==> src/rtl/sdm_pkg.sv <==
// Shared constants and the output saturation helper for the stereo
// sigma-delta demodulator.
package sdm_pkg;

  localparam int SDM_DW     = 15;
  localparam int CIC_N      = 3;
  localparam int CIC_RLOG   = 4;
  localparam int CIC_R      = 1 << CIC_RLOG;
  localparam int CIC_W      = 2 + CIC_N * CIC_RLOG;
  localparam int CIC_OSHIFT = 2;
  localparam int CIC_SHW    = CIC_W + CIC_OSHIFT;

  localparam logic [SDM_DW-1:0] SAT_MAX = 15'h3FFF;
  localparam logic [SDM_DW-1:0] SAT_MIN = 15'h4000;

  // Number of outputs suppressed after reset while the comb delays fill.
  localparam logic [1:0] WARM_N = 2'd3;

  // Clamp the shifted CIC result into the signed PCM range. The value fits
  // when every bit above the PCM sign bit equals that sign bit.
  function automatic logic [SDM_DW-1:0] sat_pcm(input logic [CIC_SHW-1:0] v);
    logic [CIC_SHW-SDM_DW:0] top;
    top = v[CIC_SHW-1:SDM_DW-1];
    if ((top == '0) || (top == '1)) begin
      sat_pcm = v[SDM_DW-1:0];
    end else if (v[CIC_SHW-1]) begin
      sat_pcm = SAT_MIN;
    end else begin
      sat_pcm = SAT_MAX;
    end
  endfunction

endpackage

==> src/rtl/sdm_decim_cic_chan.sv <==
// One CIC decimator channel: integrators at the bit rate, a capture
// register, the comb chain at the decimated rate, and output saturation.
module cic_chan
  import sdm_pkg::*;
(
  input  logic              clk,
  input  logic              reset,
  input  logic              bit_en,
  input  logic              din,
  input  logic              cap_en,
  input  logic              comb_en,
  output logic [SDM_DW-1:0] dout
);

  logic signed [CIC_W-1:0] r_i1, r_i2, r_i3;
  logic signed [CIC_W-1:0] r_cap;
  logic signed [CIC_W-1:0] r_d1, r_d2, r_d3;
  logic [SDM_DW-1:0]       r_dout;

  logic signed [CIC_W-1:0] w_x;
  logic signed [CIC_W-1:0] w_c1, w_c2, w_c3;
  logic [CIC_SHW-1:0]      w_y;

  // A 1 bit is +1, a 0 bit is -1 (all ones in two's complement).
  assign w_x  = din ? {{(CIC_W-1){1'b0}}, 1'b1} : {CIC_W{1'b1}};

  // Comb chain; all differences wrap modulo 2^W, which cancels integrator wrap.
  assign w_c1 = r_cap - r_d1;
  assign w_c2 = w_c1 - r_d2;
  assign w_c3 = w_c2 - r_d3;
  assign w_y  = {w_c3, {CIC_OSHIFT{1'b0}}};

  // Integrators advance only on valid bitstream samples, each from old values.
  always_ff @(posedge clk) begin
    if (reset) begin
      r_i1 <= '0;
      r_i2 <= '0;
      r_i3 <= '0;
    end else if (bit_en) begin
      r_i1 <= r_i1 + w_x;
      r_i2 <= r_i2 + r_i1;
      r_i3 <= r_i3 + r_i2;
    end else begin
      r_i1 <= r_i1;
      r_i2 <= r_i2;
      r_i3 <= r_i3;
    end
  end

  // Capture the last integrator once it includes the R-th sample of the period.
  always_ff @(posedge clk) begin
    if (reset) begin
      r_cap <= '0;
    end else if (cap_en) begin
      r_cap <= r_i3;
    end else begin
      r_cap <= r_cap;
    end
  end

  // Comb delay update and saturated output register, once per decimated sample.
  always_ff @(posedge clk) begin
    if (reset) begin
      r_d1   <= '0;
      r_d2   <= '0;
      r_d3   <= '0;
      r_dout <= '0;
    end else if (comb_en) begin
      r_d1   <= r_cap;
      r_d2   <= w_c1;
      r_d3   <= w_c2;
      r_dout <= sat_pcm(w_y);
    end else begin
      r_d1   <= r_d1;
      r_d2   <= r_d2;
      r_d3   <= r_d3;
      r_dout <= r_dout;
    end
  end

  assign dout = r_dout;

endmodule

==> src/rtl/sdm_decim.sv <==
// Stereo sigma-delta demodulator: shared decimation counter and tick
// pipeline driving two CIC channels, plus warm-up gating of valid.
module sdm_decim
  import sdm_pkg::*;
(
  input  logic              clk,
  input  logic              reset,
  input  logic              bit_en,
  input  logic              left_in,
  input  logic              right_in,
  output logic [SDM_DW-1:0] ldata,
  output logic [SDM_DW-1:0] rdata,
  output logic              valid
);

  logic [CIC_RLOG-1:0] r_cnt;
  logic                r_cap_en;
  logic                r_comb_en;
  logic [1:0]          r_warm;
  logic                r_valid;
  logic                w_dec_tick;

  // The R-th valid bit of each period closes a decimation window.
  assign w_dec_tick = bit_en & (r_cnt == {CIC_RLOG{1'b1}});

  // Decimation counter and the two-stage tick pipeline (capture, then comb).
  always_ff @(posedge clk) begin
    if (reset) begin
      r_cnt     <= '0;
      r_cap_en  <= 1'b0;
      r_comb_en <= 1'b0;
    end else begin
      if (bit_en) begin
        r_cnt <= r_cnt + {{(CIC_RLOG-1){1'b0}}, 1'b1};
      end else begin
        r_cnt <= r_cnt;
      end
      r_cap_en  <= w_dec_tick;
      r_comb_en <= r_cap_en;
    end
  end

  // Output strobe, suppressed for the first WARM_N outputs after reset.
  always_ff @(posedge clk) begin
    if (reset) begin
      r_warm  <= 2'd0;
      r_valid <= 1'b0;
    end else if (r_comb_en) begin
      if (r_warm == WARM_N) begin
        r_warm  <= r_warm;
        r_valid <= 1'b1;
      end else begin
        r_warm  <= r_warm + 2'd1;
        r_valid <= 1'b0;
      end
    end else begin
      r_warm  <= r_warm;
      r_valid <= 1'b0;
    end
  end

  cic_chan u_left (
    .clk     (clk),
    .reset   (reset),
    .bit_en  (bit_en),
    .din     (left_in),
    .cap_en  (r_cap_en),
    .comb_en (r_comb_en),
    .dout    (ldata)
  );

  cic_chan u_right (
    .clk     (clk),
    .reset   (reset),
    .bit_en  (bit_en),
    .din     (right_in),
    .cap_en  (r_cap_en),
    .comb_en (r_comb_en),
    .dout    (rdata)
  );

  assign valid = r_valid;

endmodule

==> config.mk <==
export PLATFORM = sky130hd
export DESIGN_NAME = sdm_decim
export DESIGN_NICKNAME = d
export VERILOG_FILES = /design/src/rtl/sdm_pkg.sv /design/src/rtl/sdm_decim_cic_chan.sv /design/src/rtl/sdm_decim.sv
export SDC_FILE = /design/constraint.sdc
export NUM_CORES = 1
export LEC_CHECK = 0
export ABC_CLOCK_PERIOD_IN_PS = 6200
export CAP_MARGIN = 40
export CORE_ASPECT_RATIO = 1.75
export CORE_MARGIN = 2
export CORE_UTILIZATION = 40
export CTS_CLUSTER_DIAMETER = 120
export DETAILED_ROUTE_END_ITERATION = 16
export DONT_BUFFER_PORTS = 1
export PLACE_DENSITY = 0.52
export SLEW_MARGIN = 0
export SYNTH_ARGS = -nofsm -noshare
export SYNTH_HDL_FRONTEND = slang
export SYNTH_HIERARCHICAL = 1
export SYNTH_SLANG_ARGS = --single-unit
==> constraint.sdc <==
create_clock -name clk -period 6.2 [get_ports clk]
set_input_delay 0.62 -clock clk [delete_from_list [all_inputs] [get_ports clk]]
set_output_delay 0.62 -clock clk [all_outputs]
set_load 0.02 [all_outputs]
==> results.cfg <==
[outcome]
status = finished, final reports clean

[synth]
synth_cell_types = 79
avgSynthCellArea_um2 = 8.65
synth_area_mm2 = 0.0151
ys.flop_type = dfxtp_1
ys_seq_elements = 233
synth-async-reset-ratio = 0
syn_nets = 1921
synth_edf_count = 0
synth_cells = 1746
ys_seq_area_frac = 0.309
yosys_warnings = 6

[route]
drtAntennaViolNets = 0
drc = 0
wire_per_inst_um = 14.5
drt-pass1-iter-count = 6
initialDrtViolationCount = 428
wl_um = 32200
drt-vias-per-instance = 5.28
vias = 11700

[clock_network]
clk_latency_ps = 540
cts.clk_slew.worst_paths_ps = 70
cts_buffer_depth = 3
cts_buffers = 25
cts_root_buf = clkbuf_16
clock_sinks = 233
cts_tree = yes
h-tree-depth = 1

[placement]
dp_slack_ps = 296
gp_congestion = 0.814
io_buffers = 0
hpwlAfterDp_um = 23000

[worst_setup_path]
setup.worst_path.end_class = flip-flop
crit_slowest_cell = or3_1
cpPeakStageDelay_ps = 430
cp_data_required_time_ps = 6620
worst_ep_arrival_time_ps = 6120
cp_num_cells = 27
crit_family = adder cells
crit_fanout = 10
startpoint_type = flip-flop
crit_top_cell = ha_1
worstSetupPathType = reg2reg
ff2ff_path_depth = 27
ff2ff_setup_slack_ps = 490
worst-path-buf-inv = 3

[pwr]
power_frac_clock = 0.435
pwr_density_cell_mw_per_mm2 = 239
fin_total_pwr_uw = 3950
p_sw_uw = 1030
p_int_uw = 2930
p_leak_uw = 0.00679
power_frac_comb = 0.148
power_frac_seq = 0.418
sw_frac_of_total = 0.260
irDropWorstVdd_mv = 0.169

[global_routing]
antenna_found_initial = 0
grt_pass1_vias = 11300
overflow = 0
grt_usage = 0.164
grt_max_degree = 231
grt_pass1_wl_um = 53700

[sta]
finalSetupTns_ps = 0
worstMarginPinSlew_ps = 871
setup_slack_ps = 494
setup_viol = 0
finalHoldViolCount = 0
timing.fmax_mhz = 175
finalCritPeriodShare = 0.920
finClkSkew_ps = 12.4
finalCriticalPeriod_ps = 5710
rsz0062_at_grt = false
maxSlewViolCount = 0
maxSlewHeadroom = 0.419

[floorplanning]
die_area_mm2 = 0.0394
row_count = 94
die_h_um = 261
die_w_um = 151
start_util = 0.404
core_area_mm2 = 0.0374
ios = 36

[min_path]
holdPathStages = 1
hp-class = in2reg

[cells_and_area]
mostFrequentLayoutCells = nor2_1, dfxtp_1, ha_1, mux2i_1, inv_1
drive_above_1_share = 0.0472
final_common_cell = nor2_1
syn_to_final_growth_pct = 9.34
nNetsFinal = 1895
insertedDiodeCount = 0

[run]
drv_cap = 0
[worst paths after layout]
| check | from | to |
|---|---|---|
| worst max-delay path | u_right/r_cap[0]$_SDFFE_PP0P_ | u_right/dout[9]$_SDFFE_PP0P_ |
| worst min-delay path | bit_en | u_left/r_i1[12]$_SDFFE_PP0P_ |
| worst max register to register | u_right/r_cap[0]$_SDFFE_PP0P_ | u_right/dout[9]$_SDFFE_PP0P_ |
| worst min register to register | u_right/r_d2[10]$_SDFFE_PP0P_ | u_right/r_d2[10]$_SDFFE_PP0P_ |
[cells in the mapped netlist (33+ instances only)]
cell type / n / area, um2
nor3_1: 39 / 195
nor2b_1: 33 / 206
ha_1: 158 / 1980
xor2_1: 41 / 359
clkbuf_1: 44 / 165
nor2_1: 277 / 1040
a21oi_1: 83 / 415
nand2_1: 59 / 221
mux2i_1: 147 / 1470
inv_1: 125 / 469
dfxtp_1: 233 / 4660
xnor2_1: 90 / 788
a211oi_1: 35 / 263
o21ai_0: 63 / 315
a21o_1: 35 / 263
[layer usage]
layer  up-vias  part of all wire  GRT usage
met5         -                 0          0
met4         0             0.020     0.0441
met3        40             0.023     0.0207
met2        90              0.55      0.325
met1      5517              0.41      0.178
li1       6064                 -          -
[power groups by stage]
stage	sequential, uW	combinational (uW)	clock (uW)
after CTS	1660	588	1780
after global placement	1690	572	0
after floorplan	1650	533	0
after detailed placement	1690	585	0
final	1650	583	1720
after global routing	1660	663	1840
[cell families (layout without fill, tap and decap cells)]
logic type / after synthesis / after routing / synth area share
AND/OR/NAND/NOR: 503 / 503 / 0.152
AO/OA/AOI/OAI: 368 / 368 / 0.164
flip-flops: 233 / 233 / 0.309
buffers and inverters: 186 / 178 / 0.0467
adder cells (fa/ha/maj): 170 / 170 / 0.147
multiplexers: 152 / 152 / 0.101
XOR/XNOR: 134 / 134 / 0.0796
[repair_timing]
action	in CTS	in global routing
buffers inserted	0	2
hold buffers	0	0
resized for setup	0	2
setup endpoints to repair	0	20
[stage by stage]
stage	utilization	area [um2]	instances	hold WS [ps]
after detailed placement	0.415	15500	2171	459
after CTS	0.441	16500	2216	138
final	0.442	16500	2218	189
after floorplan	-	15100	1746	437
after global routing	0.442	16500	2218	167
after global placement	0.414	15500	2169	455
[area by class of cell]
| cell class | count | area [um2] |
|---|---|---|
| well taps | 480 | 601 |
| clock buffers | 31 | 708 |
| inverters | 125 | 469 |
| clock inverters | 14 | 233 |
| multi-input cells | 1327 | 9740 |
| fillers | 3758 | 20900 |
| flip-flops and latches | 233 | 4670 |
| repair buffers | 8 | 92.6 |
Power figures use the tool's default switching activity.
